--- src/rtl/wb_uart_pkg.sv ---
// rtl/wb_uart_pkg.sv - shared register offsets, STATUS bit indices and UART FSM states
// Contents: REG_* word offsets (ADR[3:2]), ST_* STATUS bit positions,
//           uart_state_t used by both TX and RX, clamp_div for BAUD writes.
package wb_uart_pkg;

    localparam logic [1:0] REG_TXDATA = 2'd0;
    localparam logic [1:0] REG_RXDATA = 2'd1;
    localparam logic [1:0] REG_STATUS = 2'd2;
    localparam logic [1:0] REG_BAUD   = 2'd3;

    localparam int ST_TX_BUSY    = 0;
    localparam int ST_RX_VALID   = 1;
    localparam int ST_RX_OVERRUN = 2;
    localparam int ST_FRAME_ERR  = 3;

    typedef enum logic [1:0] {
        IDLE  = 2'd0,
        START = 2'd1,
        DATA  = 2'd2,
        STOP  = 2'd3
    } uart_state_t;

    // Divisors below 3 leave no room for the half-bit start check.
    function automatic logic [15:0] clamp_div(input logic [15:0] d);
        return (d < 16'd3) ? 16'd3 : d;
    endfunction

endpackage

--- src/rtl/uart_rx.sv ---
// rtl/uart_rx.sv - 8N1 receiver: 2-flop synchronizer, RX FSM and bit counter
// Ports: clk_i, rst_i (async, active-high), div_i (bit period - 1), rx_i (async serial in),
//        data_o (last byte), done_o (one-cycle pulse per byte), frame_err_o (valid with done_o).
module uart_rx
    import wb_uart_pkg::*;
(
    input  logic        clk_i,
    input  logic        rst_i,
    input  logic [15:0] div_i,
    input  logic        rx_i,
    output logic [7:0]  data_o,
    output logic        done_o,
    output logic        frame_err_o
);

    logic [1:0]  sync_q;
    uart_state_t state_q, state_d;
    logic [15:0] cnt_q, cnt_d;
    logic [2:0]  bit_q, bit_d;
    logic [7:0]  shift_q, shift_d;
    logic        done_q, done_d;
    logic        ferr_q, ferr_d;
    logic        rx_s;

    assign rx_s = sync_q[1];

    always_comb begin
        state_d = state_q;
        cnt_d   = cnt_q;
        bit_d   = bit_q;
        shift_d = shift_q;
        done_d  = 1'b0;
        ferr_d  = ferr_q;
        case (state_q)
            IDLE: begin
                if (!rx_s) begin
                    state_d = START;
                    cnt_d   = div_i >> 1;
                end
            end
            START: begin
                if (cnt_q == 16'd0) begin
                    // Line back high at mid-start: treat as a glitch, no flags.
                    if (rx_s) begin
                        state_d = IDLE;
                    end else begin
                        state_d = DATA;
                        cnt_d   = div_i;
                        bit_d   = 3'd0;
                    end
                end else begin
                    cnt_d = cnt_q - 16'd1;
                end
            end
            DATA: begin
                if (cnt_q == 16'd0) begin
                    shift_d = {rx_s, shift_q[7:1]};
                    bit_d   = bit_q + 3'd1;
                    cnt_d   = div_i;
                    if (bit_q == 3'd7) begin
                        state_d = STOP;
                    end
                end else begin
                    cnt_d = cnt_q - 16'd1;
                end
            end
            STOP: begin
                if (cnt_q == 16'd0) begin
                    done_d  = 1'b1;
                    ferr_d  = ~rx_s;
                    state_d = IDLE;
                end else begin
                    cnt_d = cnt_q - 16'd1;
                end
            end
            default: state_d = IDLE;
        endcase
    end

    always_ff @(posedge clk_i or posedge rst_i) begin
        if (rst_i) begin
            sync_q  <= 2'b11;
            state_q <= IDLE;
            cnt_q   <= 16'd0;
            bit_q   <= 3'd0;
            shift_q <= 8'd0;
            done_q  <= 1'b0;
            ferr_q  <= 1'b0;
        end else begin
            sync_q  <= {sync_q[0], rx_i};
            state_q <= state_d;
            cnt_q   <= cnt_d;
            bit_q   <= bit_d;
            shift_q <= shift_d;
            done_q  <= done_d;
            ferr_q  <= ferr_d;
        end
    end

    assign data_o      = shift_q;
    assign done_o      = done_q;
    assign frame_err_o = ferr_q;

endmodule

--- src/rtl/wb_uart.sv ---
// rtl/wb_uart.sv - Wishbone classic slave exposing an 8N1 UART through four registers
// Ports: clk_i, rst_i (async, active-high); S_* Wishbone slave (ADR[3:2] decoded,
//        ACK one-cycle pulse, DAT_O valid only with ACK); uart_tx_o (idles high), uart_rx_i.
// Build option: WB_UART_RX_EN adds the receiver, RXDATA and STATUS bits 1-3.
module wb_uart
    import wb_uart_pkg::*;
#(
    parameter int          ADDR_WIDTH  = 32,
    parameter int          DATA_WIDTH  = 32,
    parameter logic [15:0] DEFAULT_DIV = 16'd867
) (
    input  logic                    clk_i,
    input  logic                    rst_i,
    input  logic [DATA_WIDTH-1:0]   S_DAT_I,
    input  logic [ADDR_WIDTH-1:0]   S_ADR_I,
    output logic [DATA_WIDTH-1:0]   S_DAT_O,
    input  logic                    S_WE_I,
    input  logic [DATA_WIDTH/8-1:0] S_SEL_I,
    input  logic                    S_STB_I,
    output logic                    S_ACK_O,
    input  logic                    S_CYC_I,
    output logic                    uart_tx_o,
    input  logic                    uart_rx_i
);

    logic                  ack_q;
    logic [DATA_WIDTH-1:0] dat_q;
    logic [DATA_WIDTH-1:0] rdata;
    logic [15:0]           div_q;
    logic                  req, wr, rd, tx_wr;
    logic [1:0]            reg_sel;
    logic [3:0]            status;
    logic [7:0]            rx_data;
    logic                  rx_valid, rx_overrun, frame_err;
    logic                  unused_ok;

    uart_state_t tx_state_q, tx_state_d;
    logic [15:0] tx_cnt_q, tx_cnt_d;
    logic [2:0]  tx_bit_q, tx_bit_d;
    logic [7:0]  tx_shift_q, tx_shift_d;
    logic        tx_q;

    // Masking with !ACK makes a held access commit once every two cycles.
    assign req     = S_STB_I & S_CYC_I & ~ack_q;
    assign wr      = req & S_WE_I;
    assign rd      = req & ~S_WE_I;
    assign reg_sel = S_ADR_I[3:2];
    assign tx_wr   = wr && (reg_sel == REG_TXDATA) && S_SEL_I[0];
    assign unused_ok = ^{S_ADR_I, S_DAT_I, S_SEL_I, uart_rx_i};

    always_comb begin
        status               = 4'd0;
        status[ST_TX_BUSY]    = (tx_state_q != IDLE);
        status[ST_RX_VALID]   = rx_valid;
        status[ST_RX_OVERRUN] = rx_overrun;
        status[ST_FRAME_ERR]  = frame_err;
    end

    always_comb begin
        rdata = '0;
        case (reg_sel)
            REG_RXDATA: rdata[7:0]  = rx_data;
            REG_STATUS: rdata[3:0]  = status;
            REG_BAUD:   rdata[15:0] = div_q;
            default:    rdata       = '0;
        endcase
    end

    always_ff @(posedge clk_i or posedge rst_i) begin
        if (rst_i) begin
            ack_q <= 1'b0;
            dat_q <= '0;
            div_q <= DEFAULT_DIV;
        end else begin
            ack_q <= req;
            dat_q <= rd ? rdata : '0;
            if (wr && (reg_sel == REG_BAUD) && (S_SEL_I[1:0] == 2'b11)) begin
                div_q <= clamp_div(S_DAT_I[15:0]);
            end
        end
    end

    assign S_ACK_O = ack_q;
    assign S_DAT_O = dat_q;

    // A TXDATA write outside IDLE is silently dropped.
    always_comb begin
        tx_state_d = tx_state_q;
        tx_cnt_d   = tx_cnt_q;
        tx_bit_d   = tx_bit_q;
        tx_shift_d = tx_shift_q;
        case (tx_state_q)
            IDLE: begin
                if (tx_wr) begin
                    tx_state_d = START;
                    tx_cnt_d   = div_q;
                    tx_shift_d = S_DAT_I[7:0];
                end
            end
            START: begin
                if (tx_cnt_q == 16'd0) begin
                    tx_state_d = DATA;
                    tx_cnt_d   = div_q;
                    tx_bit_d   = 3'd0;
                end else begin
                    tx_cnt_d = tx_cnt_q - 16'd1;
                end
            end
            DATA: begin
                if (tx_cnt_q == 16'd0) begin
                    tx_shift_d = {1'b0, tx_shift_q[7:1]};
                    tx_bit_d   = tx_bit_q + 3'd1;
                    tx_cnt_d   = div_q;
                    if (tx_bit_q == 3'd7) begin
                        tx_state_d = STOP;
                    end
                end else begin
                    tx_cnt_d = tx_cnt_q - 16'd1;
                end
            end
            STOP: begin
                if (tx_cnt_q == 16'd0) begin
                    tx_state_d = IDLE;
                end else begin
                    tx_cnt_d = tx_cnt_q - 16'd1;
                end
            end
            default: tx_state_d = IDLE;
        endcase
    end

    // The line is registered from the FSM state, so it trails the state by one
    // cycle and falls on the edge after the TXDATA commit.
    always_ff @(posedge clk_i or posedge rst_i) begin
        if (rst_i) begin
            tx_state_q <= IDLE;
            tx_cnt_q   <= 16'd0;
            tx_bit_q   <= 3'd0;
            tx_shift_q <= 8'd0;
            tx_q       <= 1'b1;
        end else begin
            tx_state_q <= tx_state_d;
            tx_cnt_q   <= tx_cnt_d;
            tx_bit_q   <= tx_bit_d;
            tx_shift_q <= tx_shift_d;
            tx_q       <= (tx_state_q == START) ? 1'b0 :
                          (tx_state_q == DATA)  ? tx_shift_q[0] : 1'b1;
        end
    end

    assign uart_tx_o = tx_q;

`ifdef WB_UART_RX_EN
    logic [7:0] rx_byte, rx_data_q;
    logic       rx_done, rx_ferr, rx_rd, st_wr;
    logic       rx_valid_q, rx_overrun_q, frame_err_q;

    uart_rx u_rx (
        .clk_i       (clk_i),
        .rst_i       (rst_i),
        .div_i       (div_q),
        .rx_i        (uart_rx_i),
        .data_o      (rx_byte),
        .done_o      (rx_done),
        .frame_err_o (rx_ferr)
    );

    assign rx_rd = rd && (reg_sel == REG_RXDATA);
    assign st_wr = wr && (reg_sel == REG_STATUS) && S_SEL_I[0];

    // Clears are written first so a same-cycle byte completion wins.
    always_ff @(posedge clk_i or posedge rst_i) begin
        if (rst_i) begin
            rx_data_q    <= 8'd0;
            rx_valid_q   <= 1'b0;
            rx_overrun_q <= 1'b0;
            frame_err_q  <= 1'b0;
        end else begin
            if (st_wr && S_DAT_I[ST_RX_OVERRUN]) rx_overrun_q <= 1'b0;
            if (st_wr && S_DAT_I[ST_FRAME_ERR])  frame_err_q  <= 1'b0;
            if (rx_rd) rx_valid_q <= 1'b0;
            if (rx_done) begin
                rx_data_q  <= rx_byte;
                rx_valid_q <= 1'b1;
                if (rx_valid_q && !rx_rd) rx_overrun_q <= 1'b1;
                if (rx_ferr) frame_err_q <= 1'b1;
            end
        end
    end

    assign rx_data    = rx_data_q;
    assign rx_valid   = rx_valid_q;
    assign rx_overrun = rx_overrun_q;
    assign frame_err  = frame_err_q;
`else
    assign rx_data    = 8'd0;
    assign rx_valid   = 1'b0;
    assign rx_overrun = 1'b0;
    assign frame_err  = 1'b0;
`endif

endmodule
--- config.mk ---
export PLATFORM = sky130hd
export DESIGN_NAME = wb_uart
export DESIGN_NICKNAME = d
export VERILOG_FILES = /design/src/rtl/wb_uart_pkg.sv /design/src/rtl/uart_rx.sv /design/src/rtl/wb_uart.sv
export SDC_FILE = /design/constraint.sdc
export NUM_CORES = 1
export LEC_CHECK = 0
export BUFFER_PORTS_ARGS = -buffer_cell sky130_fd_sc_hd__buf_2
export CAP_MARGIN = 20
export CORE_UTILIZATION = 55
export DETAILED_ROUTE_END_ITERATION = 8
export PLACE_DENSITY = 0.86
export SLEW_MARGIN = 0
export SYNTH_ARGS = -nofsm -noshare
export SYNTH_HDL_FRONTEND = slang
export SYNTH_SLANG_ARGS = --single-unit
--- constraint.sdc ---
create_clock -name clk_i -period 5.6 [get_ports clk_i]
set_input_delay 0.28 -clock clk_i [delete_from_list [all_inputs] [get_ports clk_i]]
set_output_delay 0.28 -clock clk_i [all_outputs]
set_load 0.01 [all_outputs]
# After elaboration in Yosys (flattened, before gate mapping)
# Cells that the tools add are included.
dict set report word_totals {
  latchBits 0
  n_memories 0
  regBits 63
  output_inout_bits 34
  romBits 0
  mem_bits_rw 0
  in_bits 74
}
dict set report classes {
  n_reduce_logical 15
  order_cmp 1
  muxes 23
  div 0
  n_mul 0
  add_sub_neg 2
  bitwise_logic 6
  eq_ne 13
  shifts 0
}
# cell n
set op_table {}
lappend op_table {{2-to-1 mux 16 bit} 5}
lappend op_table {{one-hot mux 16 bit (3 select lines)} 1}
lappend op_table {{2-to-1 mux 8 bit} 3}
lappend op_table {{logical NOT 16 bit} 1}
lappend op_table {{< comparator 16 x 2 -> 1 bit, second input constant} 1}
lappend op_table {{one-hot mux 8 bit (2 select lines)} 1}
lappend op_table {{subtractor 16 x 1 -> 16 bit, second input constant} 1}
lappend op_table {{!= test 2 bit, second input constant} 6}
lappend op_table {{equality test 2 bit, second input constant} 5}
lappend op_table {{2-to-1 mux 2 bit} 5}
lappend op_table {{one-hot mux 2 bit (4 select lines)} 1}
lappend op_table {{one-hot mux 4 bit (2 select lines)} 1}
lappend op_table {{2-to-1 mux 3 bit} 2}
lappend op_table {{one-hot mux 3 bit (2 select lines)} 1}
lappend op_table {{AND reduction 3 bit} 2}
lappend op_table {{nonzero test 2 bit} 3}
lappend op_table {{AND reduction 5 bit} 1}
lappend op_table {{bitwise AND 1 bit} 4}
lappend op_table {{logical AND 1 bit} 4}
lappend op_table {{logical NOT 2 bit} 2}
lappend op_table {{2-to-1 mux 4 bit} 1}
lappend op_table {{adder 3 x 1 -> 3 bit, second input constant} 1}
lappend op_table {{equality test 3 bit, second input constant} 1}
lappend op_table {{equality test 2 x 1 -> 1 bit, second input constant} 1}
lappend op_table {{other kinds (4)} 6}

# Depth between registers and ports, before layout
# Gate-level depths: netlist (run 1).
dict set report depth {
  ltp_word 7
  ltp_mapped 11
  mapped_depth_nobuf 8
}

# Least setup slack after synthesis (run 1)
# Ideal clock, no wire load.
dict set report synth_timing {
  path_type {register to register}
  startpoint {register tx_cnt_q[0]}
  endpoint {register tx_state_q[1]}
  path_slack_ps 3586
  stages_incl_launch_ff 10
  t_arrival_ps 1889
  setup_ps 125
  synth_period_minus_slack_ps 2014
  n_path_buf 1
  cell_sequence {dfrtp_1 inv_1 ha_1 nor4b_2 and4_1 buf_6 nor2_1 a2bb2oi_1 nor2_1 mux2_2}
}
dict set report synth_via {
  elab_chain_len 3
}
# item line_no
set synth_rtl {}
lappend synth_rtl {{from (decl)} wb_uart.sv:38} ;# logic [15:0] tx_cnt_q, tx_cnt_d;
lappend synth_rtl {{from (signal assigned)} wb_uart.sv:143} ;# tx_cnt_q <= tx_cnt_d;
lappend synth_rtl {{logical NOT 16 bit *} {wb_uart.sv:101, wb_uart.sv:110, wb_uart.sv:122}}
lappend synth_rtl {{!= test 2 bit (no line)} --}
lappend synth_rtl {{AND reduction 5 bit (no line) *} --}
lappend synth_rtl {{to (signal assigned)} wb_uart.sv:142} ;# tx_state_q <= tx_state_d;
lappend synth_rtl {{to (decl)} wb_uart.sv:37} ;# uart_state_t tx_state_q, tx_state_d;
# Mark *: on every way between the ends. The rest lies on a longest branch, timed or not.
# A chain may end at the register's enable or synchronous reset.

# Final worst setup path (run 1)
dict set report layout_timing {
  startpoint {register tx_cnt_q[0]}
  endpoint {register tx_cnt_q[3]}
}
dict set report layout_via {
  elab_chain_len 3
}
# item line_no
set layout_rtl {}
lappend layout_rtl {{subtractor 16 x 1 -> 16 bit / logical NOT 16 bit (equally long branches)} --}
lappend layout_rtl {{2-to-1 mux 16 bit, or another cell as far along} wb_uart.sv:122} ;# if (tx_cnt_q == 16'd0) begin
lappend layout_rtl {{one-hot mux 16 bit (3 select lines) / AND reduction 2 bit (equally long branches)} --}
# Parallel ways exist; a longest one is shown, timed or not. The select of a mux whose other input is x is not followed.

==> run_results.csv, run 1 <==
group,metric,value,unit
drt,avgViaCountPerCell,6.130,
global_route,grt_overflow_total,0,
setup_path,critPathCaptureType,"flop",
placed_design,place.gp.congestion,0.9704,
logic_synthesis,synth_async_sr_flop_share,1.000,
logic_synthesis,synth_top_family_by_area,"simple AND/OR/NAND/NOR gates",
logic_synthesis,synth.area.top_cells,"dfrtp_1 (42%), dfstp_2 (5.5%), nand2_1 (5.4%), buf_4 (3.8%), nor2_1 (3.5%)",
power_and_ir_drop,ir_drop,0.4798,mV
power_and_ir_drop,swShare,0.4120,
floorplanning,coreArea,5886,µm²
final_layout,final_common_cell,"dfrtp_1",
logic_synthesis,synthAdderAreaFrac,0.02618,
floorplanning,die_w,80.00,µm
power_and_ir_drop,switchingPower,838.7,µW
logic_synthesis,synth-compound-area-share,0.1634,
drt,drt-wirelength-per-cell,17.42,µm
floorplanning,start_util,0.5685,
floorplanning,fp-row-count,28,
worst_hold_path,min_path_type,"in2reg",
drt,first_iter_violations,314,
clock_tree,cts_buffers,9,
drt,postRouteAntennaNets,0,
logic_synthesis,synthCells,351,
setup_path,reg2regPathDepth,8,
worst_hold_path,min_path_cells,2,
clock_tree,cts.clk_slew.worst_paths,0.07,ns
logic_synthesis,yosysTopAreaCellShare,0.4188,
power_and_ir_drop,leakage,1.820,nW
global_route,grt_pass1_wl,13500,µm
setup_path,slowest_delay,0.78,ns
power_and_ir_drop,intPower,1.197,mW
placed_design,port_buffers,42,
power_and_ir_drop,p_total,2.036,mW
sta,fmax,0.3266,GHz
logic_synthesis,synth_ff_type,"dfrtp_1",
drt,drc,1,
outcome,violations,"DRC",
logic_synthesis,yosys.area.top_type,"dfrtp_1",
global_route,grt_pass1_vias,2783,
power_and_ir_drop,power_density,542.0,nW/µm²
flow_run,drv_cap,0,
clock_tree,cts_buffer_depth,2,
clock_tree,ctsHoldBuffers,0,
logic_synthesis,synth.area.mux_share,0.02842,
worst_hold_path,min_from,"S_WE_I",
drt,dr_total_vias,2869,
logic_synthesis,ys_types,64,
placed_design,hpwlAfterDp,5487,µm
power_and_ir_drop,pwr-share-comb,0.427,
setup_path,cpLargestDelayFamily,"simple AND/OR/NAND/NOR gates",
final_layout,nFillCells,454,
sta,slew_violations,0,
final_layout,seq_area,1585,µm²
setup_path,regToRegSetupSlack,2.54,ns
worst_hold_path,whs_endpoint,"S_DAT_O[0]",
clock_tree,cts-htree-levels,3,
clock_tree,cts_resized,0,
drt,drt_pass1_iterations,8,
setup_path,cp.buffers_inverters,1,
clock_tree,cts_setup_buffers,0,
final_layout,nNetsFinal,469,
final_layout,antenna_cells,0,
floorplanning,io-pin-count,108,
setup_path,cp_cell_sequence,"inv_1 -> ha_1 -> nor4b_2 -> and4_1 -> a21o_2 -> nor2_2 -> a221oi_1 -> nand2_1",
final_layout,syn_to_final_growth,12.27,%
sta,fin_crit_sh,0.5468,
clock_tree,cts_tree,"done",
clock_tree,cts-root-buf,"clkbuf_8",
sta,rsz0062_at_grt,"no",
drt,wirelength,8151,µm
logic_synthesis,seq_area_frac_synth,0.4738,
sta,finalHoldViolCount,0,
setup_path,required,5.81,ns
sta,fin_skew,0.01190,ns
clock_tree,clock_latency,0.35,ns
logic_synthesis,syn-mean-instance-area,9.532,µm²
global_route,grt_max_degree,64,
logic_synthesis,ys.warnings.count,0,
floorplanning,die_h,80.00,µm
sta,worst_pin_slew,0.9763,ns
power_and_ir_drop,p_seq_frac,0.329,
final_layout,drive_gt1_frac,0.2112,
logic_synthesis,ys_ff_latch,63,
sta,max-slew-margin-rel,0.3492,
outcome,status,"complete, but fails checks",
setup_path,startpoint_type,"flop",
final_layout,multi_input_area,1558,µm²
clock_tree,cts.sink_count,63,
setup_path,crit_type,"reg2reg",
setup_path,cpMaxStageDelayCell,"and4_1",
setup_path,path_max_fanout,23,
sta,period_minus_slack,3.062,ns
setup_path,startpoint,"tx_cnt_q[0]",
logic_synthesis,synth-edff-count,0,
global_route,grtUsageTotal,0.2845,
setup_path,reg2reg_from,"tx_cnt_q[0]",
global_route,antenna_found_initial,0,
floorplanning,dieArea,6399,µm²
sta,final-setup-viol-count,0,
logic_synthesis,syn_area,3346,µm²
logic_synthesis,synth-simple-area-share,0.2244,
final_layout,layout_common_cells,"dfrtp_1 (56), nand2_1 (48), buf_2 (42)",
setup_path,timing.rr.end,"tx_cnt_q[3]",
sta,fin_tns_setup,0,ns
logic_synthesis,yosys.area_share.xor_xnor,0.005236,
setup_path,cp_data_arrival_time,3.28,ns
power_and_ir_drop,clockPowerShare,0.245,
## how the worst max path moves through the flow
stage / to / slack [ns] / depth (start not counted)
2_1_floorplan: tx_state_q[1] / 3.59 / 9
3_3_place_gp: tx_cnt_q[9] / 2.65 / 7
3_5_place_dp: tx_cnt_q[9] / 2.63 / 7
4_1_cts: tx_cnt_q[3] / 2.63 / 8
5_1_grt: tx_cnt_q[3] / 2.34 / 8
6_report: tx_cnt_q[3] / 2.54 / 8
## worst register-to-register path: cells and delay by family, from the launching register on
family	cells	cell delay [ns]
and+or+nand+nor	4	1.35
DFF	1	0.42
buffers and inverters	1	0.10
AOI/OAI and AO/OA	2	0.76
adders and majority gates	1	0.30
## final cells by class
type,instances,share of cell area
tap,75,0.02498
clock inverter,6,0.03065
clock buffer,10,0.03664
inverter,11,0.01099
timing repair buffer,44,0.05996
multi-input combinational,259,0.4147
sequential,63,0.4221
## flip-flops by register name, summed over array words and instances (netlist names)
name	flops
tx_cnt_q	16
S_ACK_O	1
S_DAT_O	16
tx_shift_q	8
div_q	16
tx_state_q	2
tx_bit_q	3
uart_tx_o	1
## power by group through the flow
stage	Combinational (mW)	Sequential, mW	Clock [mW]
6_report	0.868	0.669	0.498
5_1_grt	0.960	0.681	0.524
4_1_cts	0.847	0.666	0.501
3_5_place_dp	0.836	0.673	0
3_3_place_gp	0.808	0.665	0
2_1_floorplan	0.700	0.640	0
## through the flow
| stage | setup slack [ns] | cells | util | cell area [µm²] | hold slack (ns) |
|---|---|---|---|---|---|
| final | 2.538 | 468 | 0.6382 | 3756 | 0.1258 |
| after global routing | 2.339 | 468 | 0.6382 | 3756 | 0.1247 |
| after CTS | 2.629 | 468 | 0.6382 | 3756 | 0.1155 |
| after detailed placement | 2.631 | 452 | 0.5952 | 3503 | 0.4625 |
| after global placement | 2.654 | 452 | 0.5952 | 3503 | 0.4506 |
| after floorplan | 3.586 | 366 | - | 3402 | 0.3535 |
## cell families after synthesis
family / Yosys count
compound gates: 78
xor+xnor: 2
simple gates: 147
flops: 63
buf+inv: 44
mux: 9
other cells: 1
fa+ha+maj: 7
## layer usage
| layer | wire (µm) | GRT usage | share of wire |
|---|---|---|---|
| met1 | 3276 | 0.3488 | 0.40 |
| met5 | 0 | 0 | 0 |
| met3 | 599 | 0.07314 | 0.073 |
| met4 | 314 | 0.1589 | 0.039 |
| met2 | 3960 | 0.4547 | 0.49 |
## Yosys cell counts, drive strengths merged, types with 2 or more instances
cell type / instances
nor3: 10
nand2: 48
mux2i: 8
or2: 2
a21o: 2
a22o: 9
buf: 23
dfstp: 7
or3: 3
inv: 11
nor4b: 2
and3: 2
a211o: 2
nor4: 8
nand3: 11
nand2b: 2
nor2b: 2
o21ai: 17
a211oi: 2
clkbuf: 10
o211ai: 3
nor2: 33
nor3b: 3
dfrtp: 56
and2: 15
a221oi: 2
nand4: 3
a21oi: 25
o311ai: 2
ha: 7
Note: power is estimated with default switching activity, not from simulation.
==> run 2, diff against run 1 <==
--- a/config.mk
+++ b/config.mk
@@ -7,9 +7,9 @@
 export LEC_CHECK = 0
 export BUFFER_PORTS_ARGS = -buffer_cell sky130_fd_sc_hd__buf_2
 export CAP_MARGIN = 20
-export CORE_UTILIZATION = 55
+export CORE_UTILIZATION = 46
 export DETAILED_ROUTE_END_ITERATION = 8
-export PLACE_DENSITY = 0.86
+export PLACE_DENSITY = 0.76
 export SLEW_MARGIN = 0
 export SYNTH_ARGS = -nofsm -noshare
 export SYNTH_HDL_FRONTEND = slang
==> constraint.sdc (replaced) <==
create_clock -name clk_i -period 2.7 [get_ports clk_i]
set_input_delay 0.135 -clock clk_i [delete_from_list [all_inputs] [get_ports clk_i]]
set_output_delay 0.135 -clock clk_i [all_outputs]
set_load 0.01 [all_outputs]
==> run 2 against run 1 <==
  * The flow now finishes without violations
  * Non-clock buffer count rose by 12
  * Sequential power rose by 110%
  * Maximum frequency up 27%
  * Via count decreased by 2.9%
  * Critical endpoint is now tx_shift_q[4]
  * Highest routed layer unchanged
==> run_results.csv, run 2 (synthesis results as in run 1) <==
group,metric,value,unit
setup_path,reg2regPathDepth,9,
sta,final-setup-viol-count,0,
sta,slew_violations,0,
final_layout,antenna_cells,0,
final_layout,layout_common_cells,"dfrtp_1 (56), nand2_1 (48), buf_2 (42)",
clock_tree,cts_resized,0,
setup_path,slowest_delay,0.43,ns
placed_design,hpwlAfterDp,5752,µm
power_and_ir_drop,power_density,1093,nW/µm²
worst_hold_path,min_path_type,"in2reg",
flow_run,drv_cap,0,
clock_tree,cts_buffer_depth,2,
floorplanning,die_h,87.29,µm
clock_tree,cts_tree,"done",
final_layout,utilization,0.5627,
drt,postRouteAntennaNets,0,
sta,period_minus_slack,2.418,ns
setup_path,cp_data_arrival_time,2.69,ns
final_layout,instances_no_fill,501,
clock_tree,cts.clk_slew.worst_paths,0.07,ns
placed_design,port_buffers,42,
floorplanning,start_util,0.4844,
clock_tree,cts-htree-levels,3,
clock_tree,clock_latency,0.35,ns
final_layout,syn_to_final_growth,16.16,%
floorplanning,coreArea,6907,µm²
drt,drc,0,
drt,dr_total_vias,2785,
floorplanning,io-pin-count,108,
power_and_ir_drop,ir_drop,0.7516,mV
clock_tree,cts_buffers,9,
sta,finalHoldViolCount,0,
power_and_ir_drop,leakage,1.881,nW
clock_tree,cts.sink_count,63,
setup_path,startpoint,"tx_cnt_q[0]",
floorplanning,die_w,87.29,µm
sta,max-slew-margin-rel,0.4989,
final_layout,nNetsFinal,481,
sta,fin_crit_sh,0.8956,
final_layout,drive_gt1_frac,0.2222,
placed_design,place_inst,480,
floorplanning,fp-row-count,30,
drt,wirelength,7922,µm
sta,fin_ws,0.2818,ns
worst_hold_path,min_path_cells,3,
global_route,grt_pass1_wl,13190,µm
drt,first_iter_violations,257,
sta,fmax,0.4135,GHz
floorplanning,dieArea,7619,µm²
global_route,antenna_found_initial,0,
clock_tree,cts_setup_buffers,0,
global_route,grt_overflow_total,0,
setup_path,reg2reg_from,"tx_cnt_q[0]",
setup_path,required,2.97,ns
setup_path,cpLargestDelayFamily,"simple AND/OR/NAND/NOR gates",
global_route,grtUsageTotal,0.2299,
sta,rsz0062_at_grt,"no",
setup_path,path_max_fanout,16,
global_route,grt_max_degree,25,
setup_path,timing.rr.end,"tx_shift_q[4]",
power_and_ir_drop,p_total,4.248,mW
drt,drt_pass1_iterations,4,
setup_path,cp.buffers_inverters,2,
setup_path,cpMaxStageDelayCell,"dfrtp_1",
drt,drt-wirelength-per-cell,15.81,µm
setup_path,cp.depth,9,
sta,fin_skew,0.007810,ns
final_layout,nFillCells,621,
setup_path,regToRegSetupSlack,0.28,ns
setup_path,critPathCaptureType,"flop",
drt,avgViaCountPerCell,5.559,
sta,worst_pin_slew,0.7516,ns
setup_path,worstSetupEndpoint,"tx_shift_q[4]",
sta,fin_tns_setup,0,ns
outcome,status,"finished, final reports clean",
setup_path,crit_type,"reg2reg",
clock_tree,cts-root-buf,"clkbuf_8",
placed_design,place.gp.congestion,0.9271,
global_route,grt_pass1_vias,2646,
final_layout,final_common_cell,"dfrtp_1",
placed_design,dp_slack,0.3304,ns
setup_path,cp_cell_sequence,"inv_1 -> ha_1 -> nor4b_2 -> and4_1 -> buf_4 -> mux2i_2 -> nor2_2 -> nor2_1 -> a21oi_1",
setup_path,startpoint_type,"flop",
-- run 2: report_power, final --
group          internal (mW)  switching (mW)  total [mW]  leakage, nW
clock network          0.644           0.384        1.03        0.127
logic                  0.722            1.11        1.83        0.945
registers               1.17           0.220        1.39        0.809
-- run 2: layout make-up --
class | count | area, µm² | share of cell area
Inverter | 11 | 41.29 | 0.01062
Tap cell | 96 | 120.1 | 0.03091
Clock inverter | 6 | 116.4 | 0.02994
Sequential cell | 63 | 1585 | 0.4079
Multi-Input combinational cell | 259 | 1558 | 0.4008
Timing Repair Buffer | 56 | 327.8 | 0.08435
Clock buffer | 10 | 137.6 | 0.03542
-- run 2: worst min path at each step --
stage / start / end
global route: S_DAT_I[5] / div_q[5]
floorplan: S_WE_I / S_DAT_O[0]
CTS: S_DAT_I[14] / div_q[14]
finish: S_DAT_I[14] / div_q[14]
global placement: rst_i / div_q[14]
detailed placement: rst_i / div_q[14]
-- run 2: what timing repair did --
item / 4_1_cts / 5_1_grt
hold buffers: 5 / 0
endpoints found under the setup margin: 0 / 0
hold endpoints to repair: 17 / 0
-- run 2: tightest hold or removal path, cell delays in order --
cell and delay (ns):
buf_2 0.09, nand2_1 0.05, nand2_1 0.05
-- run 2: per-layer routing --
layer / share of wire / vias up / GRT usage
li1: - / 1307 / -
met1: 0.44 / 1360 / 0.2956
met2: 0.48 / 102 / 0.3700
met3: 0.053 / 16 / 0.06161
met4: 0.023 / 0 / 0.08793
met5: 0 / - / 0
-- run 2: stage by stage --
| stage | hold slack (ns) | cell area, µm² |
|---|---|---|
| 2_1_floorplan | 0.2085 | 3402 |
| 3_3_place_gp | 0.1315 | 3582 |
| 3_5_place_dp | 0.1384 | 3582 |
| 4_1_cts | 0.006055 | 3886 |
| 5_1_grt | 0.01398 | 3886 |
| 6_report | 0.01955 | 3886 |
